**src/rtl/crc_pkg.sv**
```systemverilog
// crc_pkg: shared types, default constants and the bit-serial CRC update
// used by the streaming encoder (crc_stream_enc) and the checker.
//
// Contents:
//   state_t    - encoder frame state (IDLE, BODY, TAIL)
//   DEF_DW     - default data beat width
//   DEF_CW     - default CRC width
//   DEF_POLY   - default generator polynomial, x^6 + x + 1 without x^CW
//   crc_next() - MSB-first CRC step over a whole data beat
package crc_pkg;

  typedef enum logic [1:0] {
    IDLE,
    BODY,
    TAIL
  } state_t;

  localparam int DEF_DW = 32;
  localparam int DEF_CW = 6;
  localparam logic [DEF_CW-1:0] DEF_POLY = 6'h03;

  // The function works on fixed maximum-width containers. Callers zero-extend
  // their operands and pass the real widths in cw/dw, so one function serves
  // every parameterisation of the encoder and the checker.
  localparam int CRC_MAX_W  = 32;
  localparam int DATA_MAX_W = 256;

  // Per data bit, MSB first:
  //   fb  = crc[cw-1] ^ d
  //   crc = {crc[cw-2:0], 0} ^ (fb ? poly : 0)
  // The data is left-aligned first so the next bit is always the container
  // MSB. The CRC is kept masked to cw bits, so the shifted-out MSB never leaks
  // into the upper part of the container. No reflection and no final XOR.
  function automatic logic [CRC_MAX_W-1:0] crc_next(
    input logic [CRC_MAX_W-1:0]  crc,
    input logic [DATA_MAX_W-1:0] data,
    input logic [CRC_MAX_W-1:0]  poly,
    input int                    cw,
    input int                    dw
  );
    logic [CRC_MAX_W-1:0]  c;
    logic [CRC_MAX_W-1:0]  cw_mask;
    logic [CRC_MAX_W-1:0]  msb_mask;
    logic [DATA_MAX_W-1:0] d;
    logic                  fb;
    cw_mask  = ~({CRC_MAX_W{1'b1}} << cw);
    msb_mask = {{(CRC_MAX_W-1){1'b0}}, 1'b1} << (cw - 1);
    c        = crc & cw_mask;
    d        = data << (DATA_MAX_W - dw);
    for (int i = 0; i < DATA_MAX_W; i++) begin
      if (i < dw) begin
        fb = (|(c & msb_mask)) ^ d[DATA_MAX_W-1];
        c  = ((c << 1) ^ (fb ? (poly & cw_mask) : '0)) & cw_mask;
        d  = d << 1;
      end
    end
    return c;
  endfunction

endpackage

```
**src/rtl/crc_comb_upd.sv**
```systemverilog
// crc_comb_upd: combinational single-cycle CRC step over one DW-bit beat.
// The same step is used by the streaming encoder and the checker.
//
// Parameters:
//   DW   - data beat width
//   CW   - CRC width
//   POLY - generator polynomial without the implicit x^CW term
//
// Ports:
//   crc_in  [CW-1:0] - CRC value before this beat
//   data    [DW-1:0] - beat; bit DW-1 enters the CRC first
//   crc_out [CW-1:0] - CRC value after the whole beat
module crc_comb_upd
  import crc_pkg::*;
#(
  parameter int             DW   = DEF_DW,
  parameter int             CW   = DEF_CW,
  parameter logic [CW-1:0]  POLY = DEF_POLY
) (
  input  logic [CW-1:0] crc_in,
  input  logic [DW-1:0] data,
  output logic [CW-1:0] crc_out
);

  // The loop inside crc_next is fully unrolled by synthesis because CW and DW
  // are elaboration-time constants.
  assign crc_out = CW'(crc_next(CRC_MAX_W'(crc_in), DATA_MAX_W'(data),
                                CRC_MAX_W'(POLY), CW, DW));

endmodule

```
**src/rtl/crc_stream_enc.sv**
```systemverilog
// crc_stream_enc: streaming CRC encoder. Each data beat passes through a
// single output register slot. After the last data beat of a frame, one CRC
// beat {zeros, crc} is appended.
//
// Optional build macro: CRC_FRAME_CNT_EN adds o_frame_cnt, a wrapping 16-bit
// count of completed CRC-beat handshakes.
//
// Parameters:
//   DW   - data beat width (>= CW)
//   CW   - CRC width
//   POLY - generator polynomial without the implicit x^CW term
//   INIT - CRC value loaded at start of frame
//
// Ports:
//   clk, reset_n          - clock; asynchronous active-low reset
//   i_valid / i_ready     - input handshake
//   i_sof / i_last        - first / last beat of frame
//   i_data [DW-1:0]       - payload beat
//   o_valid / o_ready     - output handshake
//   o_data [DW-1:0]       - payload beat or CRC beat
//   o_is_crc, o_last      - both set only on the CRC beat
//   o_sof_err             - one-cycle pulse when i_sof arrives inside an open frame
//   o_frame_cnt [15:0]    - completed frame count (CRC_FRAME_CNT_EN only)
module crc_stream_enc
  import crc_pkg::*;
#(
  parameter int             DW   = DEF_DW,
  parameter int             CW   = DEF_CW,
  parameter logic [CW-1:0]  POLY = DEF_POLY,
  parameter logic [CW-1:0]  INIT = '0
) (
  input  logic          clk,
  input  logic          reset_n,
  input  logic          i_valid,
  output logic          i_ready,
  input  logic          i_sof,
  input  logic          i_last,
  input  logic [DW-1:0] i_data,
  output logic          o_valid,
  input  logic          o_ready,
  output logic [DW-1:0] o_data,
  output logic          o_is_crc,
  output logic          o_last,
  output logic          o_sof_err
`ifdef CRC_FRAME_CNT_EN
  ,
  output logic [15:0]   o_frame_cnt
`endif
);

  state_t        state;
  logic [CW-1:0] crc;
  logic [CW-1:0] crc_base;
  logic [CW-1:0] crc_upd;
  logic          slot_free;
  logic          accept;

  // The output slot can take a new beat when it is empty or is being drained
  // in this cycle. While in TAIL, the slot is reserved for the CRC beat.
  assign slot_free = !o_valid || o_ready;
  assign i_ready   = slot_free && (state != TAIL);
  assign accept    = i_valid && i_ready;

  // Continue the running CRC only inside an open frame. Any beat in IDLE,
  // and an i_sof beat inside BODY (which abandons the open frame), restarts
  // the CRC from INIT.
  assign crc_base = (state == BODY && !i_sof) ? crc : INIT;

  crc_comb_upd #(
    .DW   (DW),
    .CW   (CW),
    .POLY (POLY)
  ) u_upd (
    .crc_in  (crc_base),
    .data    (i_data),
    .crc_out (crc_upd)
  );

  // Frame FSM, CRC register and output slot, all updated together. If the
  // slot drains and nothing new is loaded, o_valid drops; o_data, o_is_crc
  // and o_last keep their old values until the next load.
  always_ff @(posedge clk or negedge reset_n) begin
    if (!reset_n) begin
      state     <= IDLE;
      crc       <= INIT;
      o_valid   <= 1'b0;
      o_data    <= '0;
      o_is_crc  <= 1'b0;
      o_last    <= 1'b0;
      o_sof_err <= 1'b0;
    end else begin
      o_sof_err <= 1'b0;
      if (slot_free) begin
        o_valid <= 1'b0;
      end
      case (state)
        IDLE: begin
          if (accept) begin
            o_valid  <= 1'b1;
            o_data   <= i_data;
            o_is_crc <= 1'b0;
            o_last   <= 1'b0;
            crc      <= crc_upd;
            state    <= i_last ? TAIL : BODY;
          end
        end
        BODY: begin
          if (accept) begin
            o_valid  <= 1'b1;
            o_data   <= i_data;
            o_is_crc <= 1'b0;
            o_last   <= 1'b0;
            crc      <= crc_upd;
            if (i_sof) begin
              o_sof_err <= 1'b1;
            end
            state <= i_last ? TAIL : BODY;
          end
        end
        TAIL: begin
          if (slot_free) begin
            o_valid  <= 1'b1;
            o_data   <= DW'(crc);
            o_is_crc <= 1'b1;
            o_last   <= 1'b1;
            crc      <= INIT;
            state    <= IDLE;
          end
        end
        default: begin
          state <= IDLE;
        end
      endcase
    end
  end

`ifdef CRC_FRAME_CNT_EN
  // Counts only CRC beats that complete their handshake. Abandoned frames
  // never produce a CRC beat, so they are never counted.
  always_ff @(posedge clk or negedge reset_n) begin
    if (!reset_n) begin
      o_frame_cnt <= '0;
    end else if (o_valid && o_ready && o_is_crc) begin
      o_frame_cnt <= o_frame_cnt + 16'd1;
    end
  end
`endif

endmodule

```
**config.mk**
```make
export PLATFORM = sky130hd
export DESIGN_NAME = crc_stream_enc
export DESIGN_NICKNAME = d
export VERILOG_FILES = /design/src/rtl/crc_pkg.sv /design/src/rtl/crc_comb_upd.sv /design/src/rtl/crc_stream_enc.sv
export SDC_FILE = /design/constraint.sdc
export NUM_CORES = 1
export LEC_CHECK = 0
export BUFFER_PORTS_ARGS = -buffer_cell sky130_fd_sc_hd__buf_2
export CAP_MARGIN = 20
export CORE_UTILIZATION = 35
export CTS_BUF_LIST = sky130_fd_sc_hd__clkbuf_4 sky130_fd_sc_hd__clkbuf_8 sky130_fd_sc_hd__clkbuf_16
export DETAILED_ROUTE_END_ITERATION = 8
export GPL_ROUTABILITY_DRIVEN = 0
export SYNTH_ARGS = -nofsm -noshare
export SYNTH_HDL_FRONTEND = slang
export SYNTH_SLANG_ARGS = --single-unit
```
**constraint.sdc**
```tcl
create_clock -name clk -period 5.1 [get_ports clk]
set_input_delay 0 -clock clk [delete_from_list [all_inputs] [get_ports clk]]
set_output_delay 0 -clock clk [all_outputs]
set_load 0.02 [all_outputs]
```
==> Word-level counts from Yosys, hierarchy flattened <==
Cells that the tools add are included.
{ "op_classes": {"n_eq_ne": 5, "n_mux": 53, "reduce_logical": 11, "bitwise_logic": 64} }
{ "ops": {"columns": ["operator", "n"], "rows": [
  ["bitwise XOR 6 x 2 -> 6 bit", 32],
  ["two-way mux 2 bit", 35],
  ["two-way mux 32 bit", 2],
  ["case mux 32 bit (2 select lines)", 1],
  ["bitwise XOR 1 bit", 32],
  ["two-way mux 6 bit", 3],
  ["case mux 6 bit (2 select lines)", 1],
  ["two-way mux 1 bit", 8],
  ["!= test 2 bit, second input constant", 2],
  ["case mux 1 bit (2 select lines)", 2],
  ["case mux 2 bit (2 select lines)", 1],
  ["logical AND 1 bit", 3],
  ["AND reduction 3 bit", 1],
  ["== test 2 x 1 -> 1 bit, second input constant", 1],
  ["== test 2 bit, second input constant", 1],
  ["zero test 1 bit", 2],
  ["zero test 2 bit", 1],
  ["!= test 2 x 1 -> 1 bit, second input constant", 1],
  ["AND reduction 2 bit", 1],
  ["nonzero test 2 bit", 1],
  ["OR reduction 2 bit", 1],
  ["logical OR 1 bit", 1]
]} }
{ "word_totals": {"inputBits": 38, "wordCells": 139, "ff_bits": 43, "output_inout_bits": 37} }

==> Longest topological paths before layout <==
{ "logic_depth": {"ltp_word": 101, "mapped_depth": 7} }

==> By module <==
Synthesis repeated with hierarchy kept, for this count alone.
{ "unflattened": {"hier_cells": 170, "area_unflattened_um2": 2457.4} }
{ "by_module_without_submodules": {"columns": ["mod", "instances", "cells_each", "area_per_inst_um2", "seq_area_each_um2"], "rows": [
  ["crc_stream_enc", 1, 120, 1721.7, 1076.0],
  ["crc_comb_upd", 1, 50, 735.7, 0.0]
]} }

==> Worst setup path after synthesis <==
No wires, ideal clock.
{ "synth_timing": {"kind": "register to register", "startpoint": "register state[1]", "endpoint": "register crc[5]", "arrival_time_ns": 2.020, "path_slack_ns": 2.959, "path_stages_with_launch": 7, "required_time_ns": 4.979, "setup_time_ns": 0.121, "n_path_buf": 0, "period_less_slack_ns": 2.141, "path_cell_list": "dfrtp_1 > and4bb_1 > xnor3_1 > xnor3_2 > xnor3_1 > xnor3_1 > a22o_1"} }
{ "synth_via": {"elab_chain_cells": 49, "word_cells_on_any_way": 91, "cone_classes": "5 x eq/ne; 25 x mux; 54 x bitwise; 7 x reduce/logical"} }
{ "synth_lines": {"columns": ["item", "line_no", "rtl"], "rows": [
  ["start, declared", "crc_stream_enc.sv:51", "state_t state;"],
  ["start signal, assigned", "crc_stream_enc.sv:104", "state <= i_last ? TAIL : BODY;"],
  ["start signal, assigned", "crc_stream_enc.sv:117", "state <= i_last ? TAIL : BODY;"],
  ["== test 2 x 1 -> 1 bit", "crc_stream_enc.sv:67, crc_stream_enc.sv:96", null],
  ["logical AND 1 bit", "crc_stream_enc.sv:67", "assign crc_base = (state == BODY && !i_sof) ? crc : INIT;"],
  ["two-way mux 6 bit", "crc_stream_enc.sv:67", null],
  ["bitwise XOR 1 bit or bitwise XOR 6 x 2 -> 6 bit (tied branches)", "crc_pkg.sv:52, crc_pkg.sv:53", null],
  ["two-way mux 2 bit, or another cell as far along", "crc_pkg.sv:53", "c = ((c << 1) ^ (fb ? (poly & cw_mask) : '0)) & cw_mask;"],
  ["bitwise XOR 6 x 2 -> 6 bit, or another cell as far along", "crc_pkg.sv:53", null],
  ["bitwise XOR 6 x 2 -> 6 bit or two-way mux 2 bit (tied branches)", "crc_pkg.sv:53", null],
  ["bitwise XOR 6 x 2 -> 6 bit (3 in a row)", "crc_pkg.sv:53", null],
  ["[... 24 more ...]", null, null],
  ["bitwise XOR 6 x 2 -> 6 bit or two-way mux 2 bit (tied branches)", "crc_pkg.sv:53", null],
  ["bitwise XOR 6 x 2 -> 6 bit (4 in a row)", "crc_pkg.sv:53", null],
  ["bitwise XOR 1 bit or bitwise XOR 6 x 2 -> 6 bit (tied branches)", "crc_pkg.sv:52, crc_pkg.sv:53", null],
  ["two-way mux 2 bit or bitwise XOR 1 bit (tied branches)", "crc_pkg.sv:53, crc_pkg.sv:52", null],
  ["bitwise XOR 6 x 2 -> 6 bit or two-way mux 2 bit (tied branches)", "crc_pkg.sv:53", null],
  ["bitwise XOR 6 x 2 -> 6 bit (5 in a row)", "crc_pkg.sv:53", null],
  ["two-way mux 6 bit", "crc_stream_enc.sv:98, crc_stream_enc.sv:108", null],
  ["case mux 6 bit (2 select lines)", "crc_stream_enc.sv:96", "case (state)"],
  ["end signal, assigned", "crc_stream_enc.sv:103", "crc <= crc_upd;"],
  ["end signal, assigned", "crc_stream_enc.sv:113", "crc <= crc_upd;"],
  ["end, declared", "crc_stream_enc.sv:52", "logic [CW-1:0] crc;"]
]} }
Several ways; a longest one is shown, not always the timed one. The select of a mux whose other input is x is not followed.
A chain may end at the register's enable or synchronous reset.

==> Final worst setup path <==
Same ends and word-level chain as after synthesis.

==> results.md <==
- Status: complete, no violations
- Die area: 0.00765 mm²
- Pint: 0.00102 W
- Cell taking the most area after synthesis: dfrtp_1
- Die Ht: 87.5 µm
- CTS tree: done
- Post_cts resized: 0
- Worst hold start: i_valid
- Syn_nets: 291
- Fin crit period: 2380 ps
- Maximum root-to-sink buffer count: 2
- Psw: 0.000516 W
- Worst path cell trace: and4bb_1 > xnor3_1 > xnor3_2 > xnor3_1 > xnor3_1 > a22o_1
- Num ports: 75
- Synth warn: 0
- Wire per inst: 14.5 µm
- EDFF count, synth: 0
- Slowest-stage cell, CP: dfrtp_1
- Area contributors post-synth: dfrtp_1 (42%), xnor2_1 (14%), nand2_1 (10%), xnor3_1 (9.7%), nand3_1 (6.1%)
- DR pass1 iterations: 4
- Logic gate share of total power: 47.0%
- Mapped cell area: 0.00256 mm²
- Top cells by count, synth: nand2_1 (69), dfrtp_1 (43), xnor2_1 (40), nand3_1 (31), xnor3_1 (11)
- Overflow after GRT: 0
- Core Area: 0.00694 mm²
- #FFs+latches synth: 43
- Final cycle utilization of the critical path: 46.7%
- Asr flop ratio synth: 100%
- Syn Area/Cell: 10.1 µm²
- Setup TNS: 0 ps
- Design Power: 0.00154 W
- Final Hold Violating Endpoints: 0
- Worst hold path class: in2reg
- R2R Setup Slk: 2720 ps
- Routed Antenna Nets: 0
- Layout cell share with drive strength beyond 1: 26.3%
- Area Growth Syn to Fin: 38.9%
- Post-synthesis sequential area ratio: 42.1%
- WHS Endpoint: state[1]
- Clk network pwr share: 21.0%
- Crit. End Element: flop
- Cell with the most instances after synthesis: nand2_1
- Switching Share: 33.5%
- Via count: 2147
- Required time of the critical path: 5300 ps
- Starting density of the core: 36.8%
- Post-synthesis cell type count: 31
- Final Routed Wirelength: 6.62 mm
- Ant diodes: 0
- Worst vdd ir: 0.145 mV
- Capturing point of the worst reg2reg path: crc[5]
- Max incr delay on CP: 500 ps
- Hpwl dp: 4.67 mm
- Root buffer cell: clkbuf_8
- CTS clk-pin slew, worst paths: 80 ps
- Vias in the first global route: 2197
- WP buf/inv: 0
- Crit path launch type: flop
- Maxcap violations: 0
- DRC: 0
- GRT Overall Usage: 19.1%
- Pin count of the biggest net entering global routing: 44
- Crit Path Class: reg2reg
- Fin nets: 398
- Cell family with most CP delay: XOR/XNOR gates
- Via density per instance: 4.70
- Sequential Power Share: 32.0%
- Slew at the pin with the worst max-slew slack: 777 ps
- Post-Syn Instances: 253
- Post-CTS Setup Repair Bufs: 0
- H-tree lvl count: 2
- Hold Crit Depth: 3
- Clock insertion delay at the later pin of the skew report: 300 ps
- CTS Sinks: 43
- FMAX: 0.420 GHz
- Pwr/cell area: 433 mW/mm²
- Wire length of the first global-routing pass: 11.0 mm
- Port Buffers: 74
- Cts hold-fix bufs: 35
- RSZ-0062 raised after global routing: false
- Clock skew: 8.15 ps
- Final slew viol count: 0
- Rel. slew slack: 47.9%
- Critical R2R Launch: state[1]
- Reg2Reg Depth: 6
- DRT iter0 DRCs: 108
- Row cnt: 30
- Final setup vio count: 0
- CP max FO: 13
- Area share of the largest cell type after synthesis: 42.1%
- Initial antenna violation count: 0
- Leakage: 1.81 nW
- Critical path's most frequent cell: xnor3_1
- Die Wd: 87.5 µm
- Arrival time worst endpoint: 2570 ps
- Synth Flop Type: dfrtp_1
- Inserted Clock Buffers: 5
-- layer usage --
layer | vias to the layer above | GRT usage (%) | share of wire (%)
li1 | 1051 | - | -
met1 | 1029 | 26.1 | 48
met2 | 61 | 31.5 | 47
met3 | 6 | 3.41 | 4.0
met4 | 0 | 4.47 | 1.1
met5 | - | 0 | 0
-- how the worst max path moves through the flow --
stage               startpoint  cells past startpoint     end
floorplan             state[1]                      6  crc[5]
global placement      state[1]                      6  crc[5]
detailed placement    state[1]                      6  crc[5]
CTS                   state[1]                      6  crc[5]
global route          state[1]                      6  crc[5]
finish                state[1]                      6  crc[5]
-- cells by family after synthesis --
family,synth area share [%]
and+or+nand+nor,21.7
DFF,42.1
xor gates and xnor gates,29.9
buffers and inverters,2.35
AOI/OAI and AO/OA,4.01
-- sequential cells by signal, summed over array words and instances (netlist names) --
signal,cells
o_data,32
o_last,1
o_sof_err,1
crc,6
state,2
o_valid,1
-- area by class of cell --
type	count	area, µm²
sequential	43	1080
multi-input combinational	196	1430
clock buffer	6	76.3
timing repair buffer	113	791
clock inverter	2	60.1
inverter	1	3.75
fill	655	3390
tap	96	120
-- cell usage in the layout (no fill, tap or decap), types with 2 or more instances in the layout --
cell type / instances
bufinv_16: 2
xnor3_2: 2
clkbuf_8: 5
dfrtp_1: 43
o21ai_0: 5
buf_4: 2
xnor3_1: 11
buf_16: 2
and4bb_1: 2
o21ai_1: 2
xnor2_1: 40
xor2_1: 9
a22oi_1: 6
nand2_1: 69
and4bb_2: 3
dlygate4sd3_1: 35
nand3_1: 31
nor2_1: 2
buf_2: 74
-- power groups by stage --
stage               Combinational [W]  Clock (W)  Sequential, W
global route                 0.000792   0.000342       0.000507
CTS                          0.000729   0.000332       0.000494
global placement             0.000695          0       0.000498
detailed placement           0.000704          0       0.000498
floorplan                    0.000467          0       0.000562
finish                       0.000724   0.000323       0.000493
-- per-stage QoR --
| stage | util, % | hold WS, ps | setup slack [ps] | instances | cell area [µm²] |
|---|---|---|---|---|---|
| after global placement | 43.4 | 222 | 2770 | 412 | 3010 |
| after CTS | 50.8 | 16.6 | 2710 | 456 | 3530 |
| after floorplan | - | -296 | 2960 | 253 | 2560 |
| final | 51.2 | 23.6 | 2720 | 457 | 3550 |
| after global routing | 51.2 | 35.6 | 2570 | 457 | 3550 |
| after detailed placement | 43.8 | 212 | 2730 | 413 | 3040 |
-- worst min-delay path, delay by kind of cell --
kind | cells | cell delay (ps)
simple gates | 1 | 80
buf+inv | 1 | 130
compound gates | 1 | 70
Note: power is estimated with default switching activity, not from simulation.
